$ cat config.mk
export PLATFORM = sky130hd
export DESIGN_NAME = fpu_float_mult_iterative
export DESIGN_NICKNAME = d
export VERILOG_FILES = /design/src/rtl/fpu_float_mult_iterative.sv
export SDC_FILE = /design/constraint.sdc
export NUM_CORES = 1
export LEC_CHECK = 0
export CAP_MARGIN = 10
export CORE_ASPECT_RATIO = 0.7
export CORE_MARGIN = 3
export CORE_UTILIZATION = 65
export DETAILED_ROUTE_END_ITERATION = 8
export DONT_BUFFER_PORTS = 1
export PLACE_DENSITY_LB_ADDON = 0.1
export SETUP_SLACK_MARGIN = 0.02
export SKIP_CTS_REPAIR_TIMING = 1
export SYNTH_ARGS = -nofsm -noshare
export SYNTH_HDL_FRONTEND = slang
export SYNTH_SLANG_ARGS = --single-unit
$ cat constraint.sdc
create_clock -name clk -period 11.5 [get_ports clk]
set_input_delay 1.725 -clock clk [delete_from_list [all_inputs] [get_ports clk]]
set_output_delay 1.725 -clock clk [all_outputs]
set_load 0.02 [all_outputs]
$ cat src/rtl/fpu_float_mult_iterative.sv
// Sequential single-precision float multiplier: shift-and-add mantissa product,
// one-cycle normalise, one-cycle round, valid/ready on both sides, one op in flight.
module fpu_float_mult_iterative #(
    parameter int BITS_PER_CYCLE = 1
) (
    input  logic        clk,
    input  logic        rst,
    input  logic        in_valid,
    output logic        in_ready,
    input  logic [31:0] in_a,
    input  logic [31:0] in_b,
    input  logic [1:0]  in_round_mode,
    output logic        out_valid,
    input  logic        out_ready,
    output logic [31:0] out_result,
    output logic        out_inexact
);

    localparam int ITERS = 24 / BITS_PER_CYCLE;
    localparam logic [4:0] ITERS_CNT = 5'(ITERS);

    typedef enum logic [1:0] {
        RM_EVEN = 2'd0,
        RM_DOWN = 2'd1,
        RM_UP   = 2'd2,
        RM_ZERO = 2'd3
    } fpu_round_mode_t;

    typedef struct packed {
        logic       sign;
        logic [7:0] exponent;
        logic [22:0] mantissa;
    } fpu_float_fields_t;

    typedef enum logic [2:0] {
        S_IDLE,
        S_MULT,
        S_NORM,
        S_ROUND,
        S_DONE
    } state_t;

    state_t            state_reg, state_next;
    fpu_float_fields_t a_reg, b_reg;
    fpu_round_mode_t   rmode_reg;
    logic [47:0]       acc_reg;
    logic [47:0]       a_shift_reg;
    logic [23:0]       b_shift_reg;
    logic [4:0]        cnt_reg;
    logic signed [9:0] exp_norm_reg;
    logic [22:0]       mant_norm_reg;
    logic              g_reg, r_reg, s_reg;
    logic [31:0]       result_reg;
    logic              inexact_reg;

    fpu_float_fields_t in_a_f, in_b_f;
    logic [23:0]       mant_a_in, mant_b_in;

    // Denormal operands are flushed to zero before entering the datapath.
    always_comb begin
        in_a_f    = fpu_float_fields_t'(in_a);
        in_b_f    = fpu_float_fields_t'(in_b);
        mant_a_in = (in_a_f.exponent == 8'd0) ? 24'd0 : {1'b1, in_a_f.mantissa};
        mant_b_in = (in_b_f.exponent == 8'd0) ? 24'd0 : {1'b1, in_b_f.mantissa};
    end

    // One shifted copy of the multiplicand per multiplier bit consumed this cycle.
    logic [47:0] pp [BITS_PER_CYCLE];
    logic [47:0] partial;

    genvar gi;
    generate
        for (gi = 0; gi < BITS_PER_CYCLE; gi++) begin : g_pp
            assign pp[gi] = b_shift_reg[gi] ? (a_shift_reg << gi) : 48'd0;
        end
    endgenerate

    always_comb begin
        partial = 48'd0;
        for (int i = 0; i < BITS_PER_CYCLE; i++) begin
            partial = partial + pp[i];
        end
    end

    logic signed [9:0] exp_base;
    always_comb begin
        exp_base = $signed({2'b00, a_reg.exponent}) + $signed({2'b00, b_reg.exponent}) - 10'sd127;
    end

    // Rounding and special-case resolution.
    logic              sign;
    logic              a_nan, b_nan, a_inf, b_inf, a_zero, b_zero;
    logic              tie_up, round_up;
    logic [23:0]       mant_sum;
    logic signed [9:0] exp_rnd;
    logic [22:0]       mant_fin;
    logic [31:0]       round_result;
    logic              round_inexact;

    always_comb begin
        sign   = a_reg.sign ^ b_reg.sign;
        a_nan  = (a_reg.exponent == 8'hFF) && (a_reg.mantissa != 23'd0);
        b_nan  = (b_reg.exponent == 8'hFF) && (b_reg.mantissa != 23'd0);
        a_inf  = (a_reg.exponent == 8'hFF) && (a_reg.mantissa == 23'd0);
        b_inf  = (b_reg.exponent == 8'hFF) && (b_reg.mantissa == 23'd0);
        a_zero = (a_reg.exponent == 8'd0);
        b_zero = (b_reg.exponent == 8'd0);

        tie_up = 1'b0;
        case (rmode_reg)
            RM_EVEN: tie_up = mant_norm_reg[0];
            RM_DOWN: tie_up = 1'b0;
            RM_UP:   tie_up = 1'b1;
            RM_ZERO: tie_up = sign;
            default: tie_up = 1'b0;
        endcase
        // With R|S set the tie rule never applies, so it folds into one term.
        round_up = g_reg & (r_reg | s_reg | tie_up);

        mant_sum = {1'b0, mant_norm_reg} + {23'd0, round_up};
        exp_rnd  = exp_norm_reg + (mant_sum[23] ? 10'sd1 : 10'sd0);
        mant_fin = mant_sum[23] ? 23'd0 : mant_sum[22:0];

        round_result  = {sign, exp_rnd[7:0], mant_fin};
        round_inexact = g_reg | r_reg | s_reg;
        if (exp_rnd >= 10'sd255) begin
            round_result  = {sign, 8'hFF, 23'd0};
            round_inexact = 1'b1;
        end else if (exp_rnd <= 10'sd0) begin
            round_result  = {sign, 31'd0};
            round_inexact = 1'b1;
        end

        if (a_nan || b_nan || (a_inf && b_zero) || (b_inf && a_zero)) begin
            round_result  = 32'h7FC0_0000;
            round_inexact = 1'b0;
        end else if (a_inf || b_inf) begin
            round_result  = {sign, 8'hFF, 23'd0};
            round_inexact = 1'b0;
        end else if (a_zero || b_zero) begin
            round_result  = {sign, 31'd0};
            round_inexact = 1'b0;
        end
    end

    always_comb begin
        state_next = state_reg;
        case (state_reg)
            S_IDLE:  if (in_valid) state_next = S_MULT;
            S_MULT:  if (cnt_reg == ITERS_CNT) state_next = S_NORM;
            S_NORM:  state_next = S_ROUND;
            S_ROUND: state_next = S_DONE;
            S_DONE:  if (out_ready) state_next = S_IDLE;
            default: state_next = S_IDLE;
        endcase
    end

    always_ff @(posedge clk or posedge rst) begin
        if (rst) begin
            state_reg     <= S_IDLE;
            a_reg         <= '0;
            b_reg         <= '0;
            rmode_reg     <= RM_EVEN;
            acc_reg       <= 48'd0;
            a_shift_reg   <= 48'd0;
            b_shift_reg   <= 24'd0;
            cnt_reg       <= 5'd0;
            exp_norm_reg  <= 10'sd0;
            mant_norm_reg <= 23'd0;
            g_reg         <= 1'b0;
            r_reg         <= 1'b0;
            s_reg         <= 1'b0;
            result_reg    <= 32'd0;
            inexact_reg   <= 1'b0;
        end else begin
            state_reg <= state_next;
            case (state_reg)
                S_IDLE: begin
                    if (in_valid) begin
                        a_reg       <= in_a_f;
                        b_reg       <= in_b_f;
                        rmode_reg   <= fpu_round_mode_t'(in_round_mode);
                        acc_reg     <= 48'd0;
                        a_shift_reg <= {24'd0, mant_a_in};
                        b_shift_reg <= mant_b_in;
                        cnt_reg     <= 5'd0;
                    end
                end
                S_MULT: begin
                    if (cnt_reg != ITERS_CNT) begin
                        acc_reg     <= acc_reg + partial;
                        a_shift_reg <= a_shift_reg << BITS_PER_CYCLE;
                        b_shift_reg <= b_shift_reg >> BITS_PER_CYCLE;
                        cnt_reg     <= cnt_reg + 5'd1;
                    end
                end
                S_NORM: begin
                    if (acc_reg[47]) begin
                        exp_norm_reg  <= exp_base + 10'sd1;
                        mant_norm_reg <= acc_reg[46:24];
                        g_reg         <= acc_reg[23];
                        r_reg         <= acc_reg[22];
                        s_reg         <= |acc_reg[21:0];
                    end else begin
                        exp_norm_reg  <= exp_base;
                        mant_norm_reg <= acc_reg[45:23];
                        g_reg         <= acc_reg[22];
                        r_reg         <= acc_reg[21];
                        s_reg         <= |acc_reg[20:0];
                    end
                end
                S_ROUND: begin
                    result_reg  <= round_result;
                    inexact_reg <= round_inexact;
                end
                default: ;
            endcase
        end
    end

    assign in_ready    = (state_reg == S_IDLE);
    assign out_valid   = (state_reg == S_DONE);
    assign out_result  = result_reg;
    assign out_inexact = inexact_reg;

endmodule

==> impl_metrics.py <==
metrics = {
    "outcome": {
        "status": "completed",
    },
    "yosys": {
        "synthAdderAreaFrac": 0.0611,
        "synthMuxAreaShare": 0.0184,
        "synth_top_area_share": 0.445,
        "avgSynthCellArea_um2": 8.71,
        "async_flop_share": 1.00,
        "synth-simple-area-share": 0.236,
        "synth-compound-area-share": 0.150,
        "ys_seq_area_frac": 0.445,
        "synth_edf_count": 0,
        "syn_area_um2": 14800,
        "synth_area_leaders": "dfrtp_1 (45%), nand2_1 (12%), ha_1 (5.8%)",
        "yosys.area_share.xor_xnor": 0.0516,
        "ys_warn_count": 0,
        "syn_inst": 1696,
        "synth_nets": 1837,
        "synth_top_area_cell": "dfrtp_1",
        "ys_seq_elements": 263,
        "synth_top_family_by_area": "simple AND/OR/NAND/NOR gates",
        "ys_types": 74,
        "ys.flop_type": "dfrtp_1",
    },
    "clock_tree": {
        "numCtsBuffers": 26,
        "cts_tree": "yes",
        "cts_root_buf": "clkbuf_16",
        "clk_pin_slew_ps": 70,
        "clkSinkCount": 263,
        "clk_latency_ps": 550,
        "htreeDepth": 1,
        "max-clock-path-buffers": 3,
    },
    "worst_hold_path": {
        "hold_start": "b_shift_reg[1]",
        "hold_end": "b_shift_reg[0]",
        "hold_class": "flop to flop",
        "hold_depth": 2,
    },
    "layout": {
        "post-route-util": 0.720,
        "final_common_cell": "nand2_1",
        "num_antenna_cells": 0,
        "n_fill_cell": 1721,
        "final_cell_mix": "nand2_1 (462), dfrtp_1 (263), o21ai_0 (116), nand3_1 (101), ha_1 (69)",
        "syn2layout_area_growth_pct": 7.26,
        "design_area_um2": 15900,
        "drive_gt1_frac": 0.0626,
        "final_nets": 1782,
    },
    "sta": {
        "fmax_ghz": 0.203,
        "finalCritPeriodShare": 0.428,
        "finalSetupTns_ps": 0,
        "worst_pin_slew_ps": 1240,
        "final_max_slew_viol_count": 0,
        "grt_setup_unrepaired": "no",
        "holdWs_ps": 472,
        "skew_ps": 19.3,
        "hold_viol": 0,
        "finalSetupViolCount": 0,
        "period_minus_slack_ps": 4930,
        "slew_headroom": 0.170,
    },
    "detailed_routing": {
        "drtIter0Drc": 1152,
        "wl_per_cell_um": 17.5,
        "viasPerCell": 6.07,
        "antenna_left": 0,
        "drt_first_pass_iters": 5,
        "wl_um": 34400,
        "drc": 0,
        "vias": 11942,
    },
    "die": {
        "core_area_um2": 22000,
        "fp-row-count": 45,
        "initial_core_util": 0.671,
        "die_y_um": 132,
        "die_width_um": 186,
        "io_pins": 105,
        "die-area_um2": 24600,
    },
    "grt": {
        "grt_pass1_vias": 11258,
        "grt_usage": 0.277,
        "antenna_found_initial": 0,
        "globalRouteOverflowTotal": 0,
        "grt_pass1_wl_um": 57000,
        "grt_max_degree": 143,
    },
    "worst_setup_path": {
        "cpPeakStageDelay_ps": 580,
        "cp-end-kind": "flop",
        "crit_path_cell_trace": "xnor2_1 > a21oi_1 > o31a_1 > ha_1 > and3_1 > nand3_1 > nor3_1 > and3_2 > and3_2 > ha_1 > ha_1 > nand3_2 > nor2_4 > xnor2_1 > nand3_1 > o31ai_1 > clkinv_1 > o21ai_2 > or4b_1 > or3_4 > o21ai_0",
        "timing.rr.start": "a_reg[31]",
        "crit_type": "flop to flop",
        "crit_slowest_cell": "or3_4",
        "critical_path_required_ps": 11970,
        "crit_fanout": 22,
        "critPathTopFamily": "simple AND/OR/NAND/NOR gates",
        "worstPathArrival_ps": 5390,
        "start_kind": "flop",
        "crit_buf_inv": 1,
        "rr_endpoint": "out_result[20]",
        "reg2reg_slack_ps": 6570,
        "worst_r2r_path_depth": 21,
        "cpMostUsedCell": "ha_1",
    },
    "power_and_ir_drop": {
        "p_total_mw": 4.56,
        "peakVddDrop_uv": 159,
        "p_per_area_nw_per_um2": 288,
        "leakage_nw": 7.49,
    },
    "flow_run": {
        "drv_cap": 0,
    },
    "placed_design": {
        "dp_hpwl_um": 23300,
        "post_dp_cell_area_um2": 14900,
        "portBuffers": 0,
        "gp_routability_congestion": 0.938,
    },
}
==> routing by layer <==
layer / global-route usage / share of wire / up-vias
li1: - / - / 5797
met1: 0.443 / 0.49 / 5758
met2: 0.396 / 0.43 / 334
met3: 0.0414 / 0.062 / 53
met4: 0.0678 / 0.024 / 0
met5: 0 / 0 / -
==> power breakdown <==
part / switching (mW) / internal (mW)
Clock: 0.383 / 0.588
Combinational: 1.18 / 0.767
Sequential: 0.339 / 1.30
Total: 1.91 / 2.65
==> worst max path at each step <==
stage	startpoint	to	slack (ps)	depth (start not counted)
2_1_floorplan	rst	a_reg[0]	2530	1
3_3_place_gp	b_reg[31]	out_result[20]	6850	21
3_5_place_dp	a_reg[31]	out_result[20]	6640	21
4_1_cts	a_reg[31]	out_result[20]	6560	21
5_1_grt	a_reg[31]	out_result[20]	6210	19
6_report	a_reg[31]	out_result[20]	6570	21
==> tightest hold or removal path: stages, from the launching register on <==
cell	delay, ps
dfrtp_1	340
nand2_1	50
nand2_1	50
==> metrics by stage <==
stage | worst slack [ps] | cells
after CTS | 6560 | 1965
after detailed placement | 6640 | 1917
after floorplan | 2530 | 1696
after global routing | 6210 | 1966
final | 6570 | 1966
after global placement | 6850 | 1917
==> area by class of cell <==
class,instances,area [µm²],share of cell area
multi-input combinational,1302,7670,0.484
sequential,263,6580,0.415
clock buffer,29,682,0.0430
tap,305,382,0.0241
clock inverter,19,302,0.0190
inverter,38,150,0.00947
timing repair buffer,10,82.6,0.00521
==> synth_stat cells, types with 5 or more instances <==
master	number
nand2_1	464
dfrtp_1	263
o21ai_0	116
nand3_1	101
clkbuf_1	78
ha_1	69
a21oi_1	62
and2_1	52
nor2_1	49
a32oi_1	45
xnor2_1	45
xor2_1	42
inv_1	37
nand4_1	27
mux2i_1	26
nor4_1	22
o21ai_2	22
a21o_1	18
nor3_1	15
o21bai_1	12
and3_1	11
a31oi_1	10
o31ai_1	8
nor2b_1	7
a211oi_1	6
o21a_1	6
nand2b_1	5
==> cells by family after synthesis <==
logic type / Yosys count
xor gates and xnor gates: 87
DFF: 263
muxes: 27
buffers and inverters: 131
adders and majority gates: 71
AOI/OAI and AO/OA: 340
and+or+nand+nor: 777
No activity file was read; power rests on OpenSTA's default activity.
